$ cat config.mk
export PLATFORM = sky130hd
export DESIGN_NAME = seg7_latch_scheduler
export DESIGN_NICKNAME = d
export VERILOG_FILES = /design/src/rtl/seg7_latch_scheduler.sv
export SDC_FILE = /design/constraint.sdc
export NUM_CORES = 1
export LEC_CHECK = 0
export BUFFER_PORTS_ARGS = -buffer_cell sky130_fd_sc_hd__buf_4
export CORE_ASPECT_RATIO = 1.75
export CORE_UTILIZATION = 40
export CTS_BUF_LIST = sky130_fd_sc_hd__clkbuf_4 sky130_fd_sc_hd__clkbuf_8
export DETAILED_ROUTE_END_ITERATION = 6
export GPL_TIMING_DRIVEN = 0
export PLACE_DENSITY = 0.63
export SETUP_SLACK_MARGIN = 0.3
export SYNTH_ARGS = -nofsm -noshare
export SYNTH_HDL_FRONTEND = slang
export SYNTH_SLANG_ARGS = --single-unit
$ cat constraint.sdc
create_clock -name clk -period 13.93 [get_ports clk]
set_input_delay 2.0895 -clock clk [delete_from_list [all_inputs] [get_ports clk]]
set_output_delay 2.0895 -clock clk [all_outputs]
set_load 0.02 [all_outputs]
$ cat src/rtl/seg7_latch_scheduler.sv
// seg7_latch_scheduler
//   Schedules writes of six BCD digits onto a shared 7-segment bus with one
//   latch enable per digit. Only digits whose displayed code differs from the
//   latched copy are written. A slow background refresh and an on-demand full
//   rewrite are also supported. Each write takes three cycles: setup, strobe
//   and hold.
//
// Ports
//   clk        : logic clock (single domain)
//   rst_n      : asynchronous active-low reset
//   bcd24      : {Ht,Ho,Mt,Mo,St,So}; digit i nibble is bcd24[23-4i -: 4]
//   blank_mask : bit i=1 blanks digit i
//   force_all  : single-cycle request to rewrite all six digits
//   seg7_bus   : registered {a,b,c,d,e,f,g} segment bus
//   le         : registered one-hot latch enables, le[0]=Ht .. le[5]=So
//   busy       : high while a write is in progress
module seg7_latch_scheduler #(
    parameter int unsigned REFRESH_TICKS  = 60,
    parameter bit          SEG_ACTIVE_LOW = 1'b0,
    parameter bit          LE_ACTIVE_HIGH = 1'b1
) (
    input  logic        clk,
    input  logic        rst_n,
    input  logic [23:0] bcd24,
    input  logic [5:0]  blank_mask,
    input  logic        force_all,
    output logic [6:0]  seg7_bus,
    output logic [5:0]  le,
    output logic        busy
);

    localparam logic [4:0]    BLANK     = 5'h10;
    localparam logic [4:0]    INVALID   = 5'h1F;
    localparam logic [5:0]    LE_OFF    = LE_ACTIVE_HIGH ? 6'b000000 : 6'b111111;
    localparam logic [6:0]    SEG_POL   = SEG_ACTIVE_LOW ? 7'h7F : 7'h00;
    localparam int unsigned   CW        = (REFRESH_TICKS > 1) ? $clog2(REFRESH_TICKS) : 1;
    localparam int unsigned   RT_LAST   = (REFRESH_TICKS > 0) ? REFRESH_TICKS - 1 : 0;
    localparam logic [CW-1:0] RCNT_LAST = RT_LAST[CW-1:0];

    typedef enum logic [1:0] {IDLE, SETUP, STROBE, HOLD} state_t;

    state_t        state, state_next;
    logic [4:0]    code  [6];
    logic [4:0]    shown [6];
    logic [5:0]    dirty;
    logic [5:0]    pend, pend_next;
    logic [4:0]    cur;
    logic [2:0]    digit;
    logic [2:0]    last;
    logic [2:0]    sel_idx;
    logic          any_dirty;
    logic          found;
    logic [3:0]    cand;
    logic          load;
    logic          refresh_hit;
    logic [CW-1:0] rcnt;
    logic [2:0]    rptr;

    // Segment encoding {a..g}, polarity applied last.
    function automatic logic [6:0] enc(input logic [4:0] c);
        logic [6:0] s;
        if (c[4]) begin
            s = 7'b0000000;
        end else begin
            case (c[3:0])
                4'd0:    s = 7'b1111110;
                4'd1:    s = 7'b0110000;
                4'd2:    s = 7'b1101101;
                4'd3:    s = 7'b1111001;
                4'd4:    s = 7'b0110011;
                4'd5:    s = 7'b1011011;
                4'd6:    s = 7'b1011111;
                4'd7:    s = 7'b1110000;
                4'd8:    s = 7'b1111111;
                4'd9:    s = 7'b1111011;
                default: s = 7'b0000001;
            endcase
        end
        return s ^ SEG_POL;
    endfunction

    always_comb begin
        for (int unsigned i = 0; i < 6; i++) begin
            code[i]  = blank_mask[i] ? BLANK : {1'b0, bcd24[23-4*i -: 4]};
            dirty[i] = (code[i] != shown[i]) | pend[i];
        end
    end

    // Round-robin pick: first dirty digit searching upward from last+1.
    always_comb begin
        sel_idx = last;
        found   = 1'b0;
        cand    = '0;
        for (int unsigned k = 1; k <= 6; k++) begin
            cand = {1'b0, last} + 4'(k);
            if (cand >= 4'd6) cand = cand - 4'd6;
            if (!found && dirty[cand[2:0]]) begin
                found   = 1'b1;
                sel_idx = cand[2:0];
            end
        end
        any_dirty = |dirty;
    end

    // State register
    always_ff @(posedge clk or negedge rst_n) begin
        if (!rst_n) state <= IDLE;
        else        state <= state_next;
    end

    // Next-state logic
    always_comb begin
        state_next = state;
        case (state)
            IDLE:    if (any_dirty) state_next = SETUP;
            SETUP:   state_next = STROBE;
            STROBE:  state_next = HOLD;
            HOLD:    state_next = any_dirty ? SETUP : IDLE;
            default: state_next = IDLE;
        endcase
    end

    // Output / control decode
    always_comb begin
        busy = (state != IDLE);
        load = ((state == IDLE) || (state == HOLD)) && any_dirty;
    end

    assign refresh_hit = (REFRESH_TICKS != 0) && (rcnt == RCNT_LAST);

    // Refresh and force both set pend after the strobe clear, so a set wins.
    always_comb begin
        pend_next = pend;
        if (state == SETUP) pend_next[digit] = 1'b0;
        if (refresh_hit)    pend_next[rptr]  = 1'b1;
        if (force_all)      pend_next        = '1;
    end

    always_ff @(posedge clk or negedge rst_n) begin
        if (!rst_n) begin
            seg7_bus <= enc(BLANK);
            le       <= LE_OFF;
            cur      <= BLANK;
            digit    <= '0;
            last     <= 3'd5;
            pend     <= '0;
            for (int unsigned i = 0; i < 6; i++) shown[i] <= INVALID;
        end else begin
            pend <= pend_next;
            if (load) begin
                cur      <= code[sel_idx];
                digit    <= sel_idx;
                last     <= sel_idx;
                seg7_bus <= enc(code[sel_idx]);
                le       <= LE_OFF;
            end else if (state == SETUP) begin
                le           <= LE_OFF ^ (6'b000001 << digit);
                shown[digit] <= cur;
            end else if (state == STROBE) begin
                le <= LE_OFF;
            end
        end
    end

    always_ff @(posedge clk or negedge rst_n) begin
        if (!rst_n) begin
            rcnt <= '0;
            rptr <= '0;
        end else if (refresh_hit) begin
            rcnt <= '0;
            rptr <= (rptr == 3'd5) ? 3'd0 : rptr + 3'd1;
        end else if (REFRESH_TICKS != 0) begin
            rcnt <= rcnt + 1'b1;
        end
    end

endmodule
==> results.txt, run 1 <==
----------------------------------------------------
[Drt]
  Routed vias/inst ... between 6 and 7
  Final antenna-violating net count ... 0
  Total number of vias ... ~5200
  Avg WL per Cell ... around 20 um
  Final routed DRC violation total ... 0
  First-pass iteration count of the detailed router ... 6
  Total wirelength of the detailed-routed design ... 17.1 mm
  Violation count after the first detailed-route iteration ... roughly 500

[Floorplanning]
  Count of boundary I/O pins ... 47
  Full die area ... ~15000 sq um
  Initial Util ... about two fifths
  Row count ... 57
  Core Box Area ... 13900 sq um
  Die Wd ... about 92 um
  Vertical die dimension ... 160 um

[Setup path]
  Slowest Stage Delay on Critical Path ... 0.78 ns
  Reg-to-reg setup timing slack ... 6.92 ns
  Reg-to-reg critical path endpoint ... seg7_bus[3]$_DFFE_PN0P_
  Required time of the critical path ... between 10 and 15 ns
  Crit-path most repeated cell ... sky130_fd_sc_hd__a221o_1
  Critical R2R Launch ... digit[1]$_DFFE_PN0P_
  CP endpoint kind ... flip-flop
  WP data arrival ... 7.66 ns
  Maximum fanout encountered on the critical timing path ... 10
  Cell-by-cell listing of the critical path ... buf_4 -> buf_2 -> nand3b_1 -> o22a_1 -> a2111oi_4 -> mux2i_2 -> a221o_1 -> a31oi_2 -> o21ai_0 -> a21oi_1 -> mux2i_1 -> nand2b_1 -> a31oi_1 -> ha_1 -> or2_2 -> a221o_1
  CP startpoint kind ... input port
  Critical Path Slowest Stage Cell ... sky130_fd_sc_hd__a21oi_1
  Worst setup path class ... input port to flip-flop
  Worst reg2reg path depth ... 17

[Placed design]
  Post-place setup slack ... approximately 6.3 ns
  Post-detailed-placement half-perimeter wirelength ... between 10 and 15 mm
  Routability congestion estimate ... 0.965
  Count of port buffers added during placement ... 44

[STA]
  Final hold viol count ... 0
  Min cycle time layout ... approximately 7.4 ns
  RSZ-0062 raised after global routing ... no
  Setup TNS ... 0 ns
  Worst clock skew ... roughly 0.019 ns
  Final period utilization ... 53.3%
  Normalized max-slew margin ... a little under two fifths
  Min setup slack post-route ... about 6.5 ns
  Number of pins exceeding their max-slew limit in the final report ... 0
  Highest Clock Rate ... 135 MHz
  Total setup violations reported at the end of the flow ... 0
  Worst-margin pin slew ... 0.939 ns

[Synth]
  Flops & latches, synth ... 70
  Synth top cells by count ... 72 x sky130_fd_sc_hd__nand2_1, 47 x sky130_fd_sc_hd__nor2_1, 37 x sky130_fd_sc_hd__dfrtp_1
  FFs w/ async S/R, synth ... 100%
  Mapped Area ... 5710 sq um
  Cell type with the highest aggregate area in the netlist ... sky130_fd_sc_hd__dfrtp_1
  Prevailing post-synth register cell ... sky130_fd_sc_hd__dfrtp_1
  Most used standard cell by instance count after synthesis ... sky130_fd_sc_hd__nand2_1
  Part of the Yosys area used for sequential elements ... between 30% and 40%
  Synth warnings ... 0
  Number of nets produced by synthesis ... about 690
  Count of unique library cells instantiated by Yosys ... roughly 90
  Area share of the largest cell type after synthesis ... between 15 and 20%
  Post-synthesis average cell area ... about 9 sq um
  Count of flip-flops with a built-in enable after synthesis ... 0
  Number of instances in the synthesized netlist ... ~630
  Area contributors post-synth ... sky130_fd_sc_hd__dfrtp_1 16%, sky130_fd_sc_hd__dfstp_2 15%, sky130_fd_sc_hd__mux2_2 6.3%, sky130_fd_sc_hd__ha_1 5.3%, sky130_fd_sc_hd__nand2_1 4.7%

[Global route]
  Largest net degree at the start of global routing ... 71
  Number of antenna violations at the first check in global routing ... 0
  Overflow left after global routing ... 0
  Via count of the first global-routing pass ... 5300
  GRT Resource Usage Total ... 24.0%
  Wire length of the first global-routing pass ... 27.5 mm

[Layout]
  Core occupancy in the finished layout ... a little under half
  Area of the multi-input gates ... roughly 3700 sq um
  Number of inserted filler cells in the final layout ... around 1400
  Ant diodes ... 0
  FF/Latch Area ... 1790 sq um
  Fraction of layout instances using a drive strength above 1 ... between 20% and 30%
  Layout Area Growth over Synthesis ... 13.7%
  Final net count ... roughly 740

[Hold path]
  Class of the worst hold path ... flip-flop to flip-flop
  Hold path startpoint ... shown[13]$_DFFE_PN1P_
  Worst Hold Path EP ... shown[13]$_DFFE_PN1P_
  Number of cells on the worst hold path ... 2

[Status]
  Result of the run ... finished, final reports clean

[Clocking]
  Resized Gates After CTS ... 0
  # hold bufs at CTS ... 0
  H-tree level count ... 3
  Clock transition at the registers of the reported paths ... 0.08 ns
  Library cell used as clock root buffer ... sky130_fd_sc_hd__clkbuf_8
  Number of CTS-inserted buffers ... 9
  Number of setup buffers added after CTS ... 0
  Clock Path Buffers ... 2
  Number of clock sinks ... 70
  TritonCTS clock tree ... built
  Clock latency reported for the late side of the worst-skew pair ... 0.36 ns

[Job]
  Number of max-cap violations ... 0

----------------------------------------------------
routing by layer:
layer	part of all wire (%)	track usage (%)	routed length, um	up-vias
met5	0	0	0	-
met4	5.0	14.1	862	0
met3	4.6	3.38	785	54
met2	53	42.7	9120	192
met1	37	26.5	6380	2554
li1	-	-	-	2437
flip-flops by register name, indices dropped and copies added, names as in the netlist:
name	cells
shown	30
seg7_bus	7
le	6
pend	6
rcnt	6
cur	5
digit	3
rptr	3
last	2
state	2
critical path: cells and delay by family:
family / cells / cell delay [ns]
AO/OA/AOI/OAI: 8 / 3.79
AND/OR/NAND/NOR: 3 / 0.57
multiplexers: 2 / 0.52
adder cells (fa/ha/maj): 1 / 0.39
buffers and inverters: 2 / 0.28
logic make-up after synthesis:
logic type	after synthesis	share of synthesized area, %
adder cells (fa/ha/maj)	24	5.26
AO/OA/AOI/OAI	165	23.4
XOR/XNOR	27	4.14
flip-flops	70	31.4
AND/OR/NAND/NOR	244	22.6
buffers and inverters	53	4.10
multiplexers	46	9.14
cell usage in the layout (no fill, tap or decap), drive strengths merged, types with 7 or more instances in the layout:
cell type and instances:
a211oi 7, a21oi 26, a221o 8, a31oi 7, and3 9, buf 52
clkbuf 30, dfrtp 37, dfstp 33, ha 24, inv 26, mux2 33
mux2i 12, nand2 72, nand2b 9, nand3 27, nand3b 9, nor2 47
nor2b 18, nor3 8, o21ai 32, o22a 8, o22ai 8, xnor2 14
xor2 13
metrics by stage:
stage	area, sq um	std cells	hold WS [ns]
final	6490	866	0.509
after detailed placement	6260	850	0.498
after global routing	6490	866	0.538
after global placement	6260	850	0.490
after CTS	6490	866	0.513
after floorplan	5710	629	0.475
final cells by class:
cell class / instances / share of cell area, %
timing repair buffer: 44 / 5.09
clock buffer: 10 / 2.12
sequential: 70 / 27.6
tap: 177 / 3.41
buffer: 28 / 2.16
inverter: 25 / 1.45
clock inverter: 6 / 1.43
multi-input combinational: 506 / 56.7
worst max-delay path by stage:
stage,start,to,cells after the start
after global placement,blank_mask[1],seg7_bus[3]$_DFFE_PN0P_,15
final,blank_mask[4],seg7_bus[3]$_DFFE_PN0P_,16
after floorplan,blank_mask[5],seg7_bus[3]$_DFFE_PN0P_,18
after detailed placement,blank_mask[4],seg7_bus[3]$_DFFE_PN0P_,16
after global routing,blank_mask[1],seg7_bus[3]$_DFFE_PN0P_,17
after CTS,blank_mask[4],seg7_bus[3]$_DFFE_PN0P_,16
Power of run 1 is left out: the tool's default activity adds up to more than one toggle a clock period on the data nets, which glitch-free logic cannot reach.
==> run 2: changes to the inputs <==
--- a/config.mk
+++ b/config.mk
@@ -5,13 +5,14 @@
 export SDC_FILE = /design/constraint.sdc
 export NUM_CORES = 1
 export LEC_CHECK = 0
+export ABC_AREA = 1
 export BUFFER_PORTS_ARGS = -buffer_cell sky130_fd_sc_hd__buf_4
 export CORE_ASPECT_RATIO = 1.75
 export CORE_UTILIZATION = 40
 export CTS_BUF_LIST = sky130_fd_sc_hd__clkbuf_4 sky130_fd_sc_hd__clkbuf_8
 export DETAILED_ROUTE_END_ITERATION = 6
 export GPL_TIMING_DRIVEN = 0
-export PLACE_DENSITY = 0.63
+export PLACE_DENSITY = 0.66
 export SETUP_SLACK_MARGIN = 0.3
 export SYNTH_ARGS = -nofsm -noshare
 export SYNTH_HDL_FRONTEND = slang
==> constraint.sdc (replaced) <==
create_clock -name clk -period 6.4 [get_ports clk]
set_input_delay 0.96 -clock clk [delete_from_list [all_inputs] [get_ports clk]]
set_output_delay 0.96 -clock clk [all_outputs]
set_load 0.02 [all_outputs]
==> run 2 against run 1 <==
  * Via count is 7.8% lower
  * Global-route usage is 1.4 points lower
  * Critical path depth is 11 higher
  * Highest routed layer unchanged
==> results.txt, run 2 <==
----------------------------------------------------
[Setup path]
  Required time of the critical path ... 6.68 ns (-7.49 ns)
  CP endpoint kind ... flip-flop
  Worst setup path class ... flip-flop to flip-flop
  Reg-to-reg setup timing slack ... 1.58 ns (-5.34 ns)
  WP data arrival ... 5.10 ns (-2.56 ns)
  Maximum fanout encountered on the critical timing path ... 11 (+1)
  CP startpoint kind ... flip-flop

[Layout]
  Layout Area Growth over Synthesis ... 14.5%
  Most common library cell in the layout ignoring fill and taps ... sky130_fd_sc_hd__nand2_1
  Fraction of layout instances using a drive strength above 1 ... 19.4% (-3.9 points)
  Area of the multi-input gates ... 2910 sq um (-21%)
  Most used cells in the layout excluding fill and tap cells ... 245 x sky130_fd_sc_hd__nand2_1, 80 x sky130_fd_sc_hd__inv_1, 73 x sky130_fd_sc_hd__nand3_1, 64 x sky130_fd_sc_hd__o21ai_0, 50 x sky130_fd_sc_hd__nor2_1
  Number of inserted filler cells in the final layout ... 1317 (-2.5%)
  Ant diodes ... 0 (unchanged)
  Max reg flops ... 30 (unchanged)
  FF/Latch Area ... 1790 sq um (unchanged)
  Biggest registers after layout ... shown x30, seg7_bus x7
  Register with the highest flop count ... shown
  Final net count ... 855 (+15%)

[Synth]
  Synth warnings ... 0 (unchanged)
  Count of unique library cells instantiated by Yosys ... 37 (-58%)
  Cell type with the highest aggregate area in the netlist ... sky130_fd_sc_hd__dfrtp_1
  Synth top cells by count ... 245 x sky130_fd_sc_hd__nand2_1, 80 x sky130_fd_sc_hd__inv_1, 73 x sky130_fd_sc_hd__nand3_1
  Post-synthesis average cell area ... 6.94 sq um (-24%)
  Mapped Area ... 5140 sq um (-9.9%)
  FFs w/ async S/R, synth ... 100% (unchanged)
  Area share of the largest cell type after synthesis ... 18.0% (+1.8 points)
  Number of nets produced by synthesis ... 798 (+16%)
  Count of flip-flops with a built-in enable after synthesis ... 0 (unchanged)
  Part of the Yosys area used for sequential elements ... 34.9% (+3.5 points)
  Flops & latches, synth ... 70 (unchanged)
  Most used standard cell by instance count after synthesis ... sky130_fd_sc_hd__nand2_1
  Prevailing post-synth register cell ... sky130_fd_sc_hd__dfrtp_1
  Area contributors post-synth ... sky130_fd_sc_hd__dfrtp_1 18%, sky130_fd_sc_hd__nand2_1 18%, sky130_fd_sc_hd__dfstp_2 17%, sky130_fd_sc_hd__nand3_1 7.1%, sky130_fd_sc_hd__o21ai_0 6.2%
  Number of instances in the synthesized netlist ... 741 (+18%)

[Clocking]
  Resized Gates After CTS ... 0 (unchanged)
  Number of clock sinks ... 70 (unchanged)
  Clock transition at the registers of the reported paths ... 0.07 ns (about the same)
  Clock latency reported for the late side of the worst-skew pair ... 0.35 ns (about the same)
  TritonCTS clock tree ... built
  H-tree level count ... 3 (unchanged)
  # hold bufs at CTS ... 0 (unchanged)
  Number of setup buffers added after CTS ... 0 (unchanged)
  Clock Path Buffers ... 2 (unchanged)
  Library cell used as clock root buffer ... sky130_fd_sc_hd__clkbuf_8
  Number of CTS-inserted buffers ... 9 (unchanged)

[Global route]
  Largest net degree at the start of global routing ... 71 (unchanged)
  Wire length of the first global-routing pass ... 22.9 mm (-17%)
  GRT Resource Usage Total ... 22.6% (-1.4 points)
  Number of antenna violations at the first check in global routing ... 0 (unchanged)
  Overflow left after global routing ... 0 (unchanged)
  Via count of the first global-routing pass ... 4651 (-12%)

[Job]
  Number of max-cap violations ... 0 (unchanged)

[Floorplanning]
  Count of boundary I/O pins ... 47 (unchanged)
  Die Wd ... 87.7 um (-5.0%)
  Full die area ... 13300 sq um (-9.8%)
  Initial Util ... 41.1% (+0.080 points)
  Vertical die dimension ... 152 um (-5.0%)
  Row count ... 54 (-5.3%)
  Core Box Area ... 12500 sq um (-10%)

[Drt]
  Violation count after the first detailed-route iteration ... 229 (-54%)
  Avg WL per Cell ... 14.4 um (-27%)
  Routed vias/inst ... 4.97 (-18%)
  Total number of vias ... 4827 (-7.8%)
  Final antenna-violating net count ... 0 (unchanged)
  Total wirelength of the detailed-routed design ... 14.0 mm (-18%)
  First-pass iteration count of the detailed router ... 5 (-1)
  Final routed DRC violation total ... 0 (unchanged)

[Placed design]
  Count of port buffers added during placement ... 46 (+4.5%)
  Routability congestion estimate ... 0.892 (-7.5%)
  Post-detailed-placement half-perimeter wirelength ... 11.1 mm (-18%)

[STA]
  Normalized max-slew margin ... 39.7% (+2.3 points)
  RSZ-0062 raised after global routing ... no
  Final hold viol count ... 0 (unchanged)
  Final period utilization ... about three quarters
  Setup TNS ... 0 ns (unchanged)
  Worst-margin pin slew ... 0.904 ns (-0.0344 ns)
  Number of pins exceeding their max-slew limit in the final report ... 0 (unchanged)
  Min cycle time layout ... just under 5 ns
  Worst clock skew ... 0.0115 ns (-0.00742 ns)
  Highest Clock Rate ... around 210 MHz
  Total setup violations reported at the end of the flow ... 0 (unchanged)

[Status]
  Result of the run ... finished, final reports clean

[Hold path]
  Class of the worst hold path ... flip-flop to flip-flop

----------------------------------------------------
## run 2: cell count changes after synthesis, moves of 9 or more
cell                       before  now
sky130_fd_sc_hd__nor2b_1       18    0
sky130_fd_sc_hd__o21ai_0       30   64
sky130_fd_sc_hd__mux2i_1       11    0
sky130_fd_sc_hd__mux2_2        32    0
sky130_fd_sc_hd__nand2b_1       9    0
sky130_fd_sc_hd__inv_2          0   10
sky130_fd_sc_hd__and3_1         9    0
sky130_fd_sc_hd__clkbuf_1      20    5
sky130_fd_sc_hd__nand3_1       27   73
sky130_fd_sc_hd__nand2_1       72  245
sky130_fd_sc_hd__inv_1         25   80
sky130_fd_sc_hd__nand2_2        0   15
sky130_fd_sc_hd__a21oi_1       26   16
## run 2: worst paths after layout
check                                                to                 from  cells past startpoint
min in group asynchronous          state[1]$_DFFE_PN0P_                rst_n                      1
max in group asynchronous       seg7_bus[4]$_DFFE_PN0P_                rst_n                      1
worst min register to register        rcnt[0]$_DFF_PN0_    rcnt[0]$_DFF_PN0_                      1
worst max register to register  seg7_bus[3]$_DFFE_PN0P_  last[0]$_DFFE_PN1P_                     27
worst min-delay path                  rcnt[0]$_DFF_PN0_    rcnt[0]$_DFF_PN0_                      1
worst max-delay path            seg7_bus[3]$_DFFE_PN0P_  last[0]$_DFFE_PN1P_                     27
## run 2: final cells by class
class	count	share of cell area [%]
Sequential cell	70	30.4
Clock buffer	15	3.19
Clock inverter	1	0.0850
Buffer	14	1.59
Inverter	91	5.80
Timing Repair Buffer	46	5.86
Multi-Input combinational cell	566	49.5
Tap cell	168	3.57
## run 2: per-layer routing
metal | global-route usage, % | share of wire [%] | vias to the layer above
met5 | 0 | 0 | -
met4 | 15.1 | 6.3 | 0
met3 | 2.88 | 2.8 | 54
met2 | 39.6 | 53 | 99
met1 | 24.5 | 38 | 2180
li1 | - | - | 2494
## run 2: worst max-delay path, cell delays in order (launching register included)
cell	delay (ns)
sky130_fd_sc_hd__dfstp_2	0.56
sky130_fd_sc_hd__clkbuf_2	0.20
sky130_fd_sc_hd__inv_1	0.08
sky130_fd_sc_hd__buf_2	0.20
sky130_fd_sc_hd__ha_1	0.29
sky130_fd_sc_hd__clkbuf_1	0.29
sky130_fd_sc_hd__nor2_1	0.12
sky130_fd_sc_hd__o21ai_0	0.53
sky130_fd_sc_hd__inv_1	0.08
sky130_fd_sc_hd__nand2_1	0.08
sky130_fd_sc_hd__nand2_1	0.15
sky130_fd_sc_hd__inv_1	0.20
sky130_fd_sc_hd__nand3_2	0.15
sky130_fd_sc_hd__nand2_2	0.19
sky130_fd_sc_hd__nand2_4	0.09
sky130_fd_sc_hd__buf_4	0.19
sky130_fd_sc_hd__nand2_1	0.06
sky130_fd_sc_hd__nand2_1	0.09
sky130_fd_sc_hd__nand3_1	0.08
sky130_fd_sc_hd__nand2_1	0.08
sky130_fd_sc_hd__a21oi_2	0.32
sky130_fd_sc_hd__inv_1	0.14
sky130_fd_sc_hd__ha_1	0.21
sky130_fd_sc_hd__inv_1	0.05
sky130_fd_sc_hd__nand3_1	0.09
sky130_fd_sc_hd__nand3_1	0.10
sky130_fd_sc_hd__nand3_1	0.07
sky130_fd_sc_hd__nand2_1	0.06
## run 2: kinds of logic after synthesis
group,share of synthesized area (%)
XOR/XNOR,2.04
flip-flops,34.9
AND/OR/NAND/NOR,38.1
buffers and inverters,8.47
adder cells (fa/ha/maj),5.84
AO/OA/AOI/OAI,10.7
## run 2: stage by stage
step                      instances  util (%)  instance area, sq um  hold slack, ns  setup slack (ns)
final                           971      47.1                  5890           0.464              1.58
after global routing            971      47.1                  5890           0.493              1.20
after CTS                       971      47.1                  5890           0.467              1.58
after detailed placement        955      45.6                  5700           0.457              1.61
after global placement          955      45.6                  5700           0.455              1.66
after floorplan                 741         -                  5140           0.433              2.54
Power of run 2 is left out for the same reason.
==> run 3: changes to the inputs <==
--- a/config.mk
+++ b/config.mk
@@ -12,7 +12,7 @@
 export CTS_BUF_LIST = sky130_fd_sc_hd__clkbuf_4 sky130_fd_sc_hd__clkbuf_8
 export DETAILED_ROUTE_END_ITERATION = 6
 export GPL_TIMING_DRIVEN = 0
-export PLACE_DENSITY = 0.66
+export PLACE_DENSITY = 0.63
 export SETUP_SLACK_MARGIN = 0.3
 export SYNTH_ARGS = -nofsm -noshare
 export SYNTH_HDL_FRONTEND = slang
==> constraint.sdc (replaced) <==
create_clock -name clk -period 4.9 [get_ports clk]
set_input_delay 0.735 -clock clk [delete_from_list [all_inputs] [get_ports clk]]
set_output_delay 0.735 -clock clk [all_outputs]
set_load 0.02 [all_outputs]
==> run 3 against run 2 <==
  * Register-to-register slack lost 1.0 ns
  * Count of clock-buffer cells in the layout shrank 5
  * Highest routed layer unchanged
  * Sequential share of layout area shrank 0.58 points
  * Critical path depth grew 1
  * Design area grew 2.0%
  * Routed wire length grew 3.4%
  * Fmax grew 11%
==> results.txt, run 3 (same netlist as run 2, synthesis figures left out) <==
----------------------------------------------------
[Setup path]
  CP startpoint kind ... flip-flop
  Crit-path most repeated cell ... sky130_fd_sc_hd__nand2_1
  Slowest Stage Delay on Critical Path ... 0.57 ns (about the same)
  Worst setup path class ... flip-flop to flip-flop
  Critical Path Slowest Stage Cell ... sky130_fd_sc_hd__dfstp_2
  CP endpoint kind ... flip-flop
  Maximum fanout encountered on the critical timing path ... 11 (unchanged)
  WP data arrival ... 4.64 ns (-0.46 ns)
  Required time of the critical path ... 5.19 ns (-1.49 ns)

[Global route]
  Via count of the first global-routing pass ... 4778 (+2.7%)
  Met2 layer usage reported by global route ... 40.5% (+0.89 points)
  Global-route track usage on met1 ... 25.7% (+1.3 points)
  Most used routing layer in global routing ... met2
  Number of antenna violations at the first check in global routing ... 0 (unchanged)
  Overflow left after global routing ... 0 (unchanged)
  Met3 Usage GRT ... 3.31% (+0.43 points)
  Largest net degree at the start of global routing ... 71 (unchanged)
  GRT Resource Usage Total ... 23.2% (+0.61 points)
  Wire length of the first global-routing pass ... 23.4 mm (+2.5%)

[STA]
  Number of pins exceeding their max-slew limit in the final report ... 0 (unchanged)
  Final hold viol count ... 0 (unchanged)
  RSZ-0062 raised after global routing ... no
  Worst-margin pin slew ... 0.885 ns (-0.0193 ns)
  Worst clock skew ... 0.0156 ns (+0.00418 ns)
  Normalized max-slew margin ... 41.0% (+1.3 points)
  Min cycle time layout ... 4.35 ns (-0.473 ns)
  Final period utilization ... 88.7% (+13 points)
  Highest Clock Rate ... 230 MHz (+11%)
  Setup TNS ... 0 ns (unchanged)
  Total setup violations reported at the end of the flow ... 0 (unchanged)

[Floorplanning]
  Count of boundary I/O pins ... 47 (unchanged)
  Core Box Area ... 12500 sq um (unchanged)
  Die Wd ... 87.7 um (unchanged)
  Initial Util ... 41.1% (unchanged)
  Full die area ... 13300 sq um (unchanged)
  Vertical die dimension ... 152 um (unchanged)
  Row count ... 54 (unchanged)

[Layout]
  Layout Area Growth over Synthesis ... 16.9%
  Area of the multi-input gates ... 2960 sq um (+1.5%)
  Most common library cell in the layout ignoring fill and taps ... sky130_fd_sc_hd__nand2_1
  Number of inserted filler cells in the final layout ... 1302 (-1.1%)
  Ant diodes ... 0 (unchanged)
  Register with the highest flop count ... shown
  Final net count ... 861 (+0.70%)
  Max reg flops ... 30 (unchanged)
  Most used cells in the layout excluding fill and tap cells ... 243 x sky130_fd_sc_hd__nand2_1, 79 x sky130_fd_sc_hd__inv_1, 73 x sky130_fd_sc_hd__nand3_1, 63 x sky130_fd_sc_hd__o21ai_0, 56 x sky130_fd_sc_hd__buf_4
  Biggest registers after layout ... shown x30, seg7_bus x7
  Fraction of layout instances using a drive strength above 1 ... 21.0% (+1.6 points)
  FF/Latch Area ... 1790 sq um (about the same)

[Clocking]
  Clock Path Buffers ... 2 (unchanged)
  TritonCTS clock tree ... built
  Number of CTS-inserted buffers ... 9 (unchanged)
  # hold bufs at CTS ... 0 (unchanged)
  H-tree level count ... 3 (unchanged)
  Library cell used as clock root buffer ... sky130_fd_sc_hd__clkbuf_8
  Clock latency reported for the late side of the worst-skew pair ... 0.37 ns (+0.02 ns)
  Clock transition at the registers of the reported paths ... 0.08 ns (about the same)
  Number of clock sinks ... 70 (unchanged)

[Placed design]
  Count of port buffers added during placement ... 46 (unchanged)
  Post-detailed-placement half-perimeter wirelength ... 11.4 mm (+3.0%)
  Routability congestion estimate ... 0.963 (+8.0%)

[Drt]
  Avg WL per Cell ... 14.8 um (+2.8%)
  Total wirelength of the detailed-routed design ... 14.5 mm (+3.4%)
  Total number of vias ... 4893 (+1.4%)
  Violation count after the first detailed-route iteration ... 230 (+0.44%)
  First-pass iteration count of the detailed router ... 5 (unchanged)
  Final antenna-violating net count ... 0 (unchanged)
  Final routed DRC violation total ... 0 (unchanged)
  Routed vias/inst ... 5.01 (+0.74%)

[Job]
  Number of max-cap violations ... 0 (unchanged)

[Status]
  Result of the run ... finished, final reports clean

[Hold path]
  Class of the worst hold path ... flip-flop to flip-flop

----------------------------------------------------
[run 3: worst paths after layout]
check                           cells past startpoint                 from  slack (ns)                 endpoint
worst max-delay path                               28  last[0]$_DFFE_PN1P_        0.55  seg7_bus[6]$_DFFE_PN0P_
worst min-delay path                                1    rcnt[0]$_DFF_PN0_        0.47        rcnt[0]$_DFF_PN0_
worst max register to register                     28  last[0]$_DFFE_PN1P_        0.55  seg7_bus[6]$_DFFE_PN0P_
worst min register to register                      1    rcnt[0]$_DFF_PN0_        0.47        rcnt[0]$_DFF_PN0_
max in group asynchronous                           1                rst_n        3.79     digit[1]$_DFFE_PN0P_
min in group asynchronous                           1                rst_n        0.50  seg7_bus[1]$_DFFE_PN0P_
[run 3: metrics by stage]
| stage | instance area (sq um) | instances | hold slack (ns) | utilization [%] | setup slack (ns) |
|---|---|---|---|---|---|
| after floorplan | 5140 | 741 | 0.433 | - | 1.04 |
| after global placement | 5700 | 955 | 0.450 | 45.6 | 0.237 |
| after detailed placement | 5700 | 955 | 0.464 | 45.6 | 0.121 |
| after CTS | 5940 | 974 | 0.473 | 47.5 | 0.334 |
| after global routing | 6010 | 977 | 0.505 | 48.1 | 0.284 |
| final | 6010 | 977 | 0.465 | 48.1 | 0.554 |
[run 3: worst max-delay path, delay by kind of cell (launching register included)]
kind / cells / cell delay, ns
compound gates: 2 / 0.42
fa+ha+maj: 2 / 0.47
buf+inv: 8 / 1.13
flops: 1 / 0.57
simple gates: 16 / 1.68
[run 3: what timing repair did]
| item | in CTS | in global routing |
|---|---|---|
| setup buffers | 3 | 3 |
| pin swaps | 0 | 2 |
| gates resized for setup | 6 | 16 |
| endpoints found under the setup margin | 6 | 7 |
[run 3: cell type report]
type | instances | area share, %
plain buffers | 14 | 1.71
clock buffers | 10 | 2.19
clock inverters | 6 | 1.04
inverters | 91 | 5.79
multi-input cells | 566 | 49.2
flip-flops and latches | 70 | 29.9
well taps | 168 | 3.50
repair buffers | 52 | 6.70
[run 3: layer usage]
metal | vias up | part of all wire (%)
met5 | - | 0
li1 | 2499 | -
met2 | 110 | 53
met4 | 0 | 5.5
met3 | 36 | 3.2
met1 | 2248 | 38
Power of run 3 is left out for the same reason.
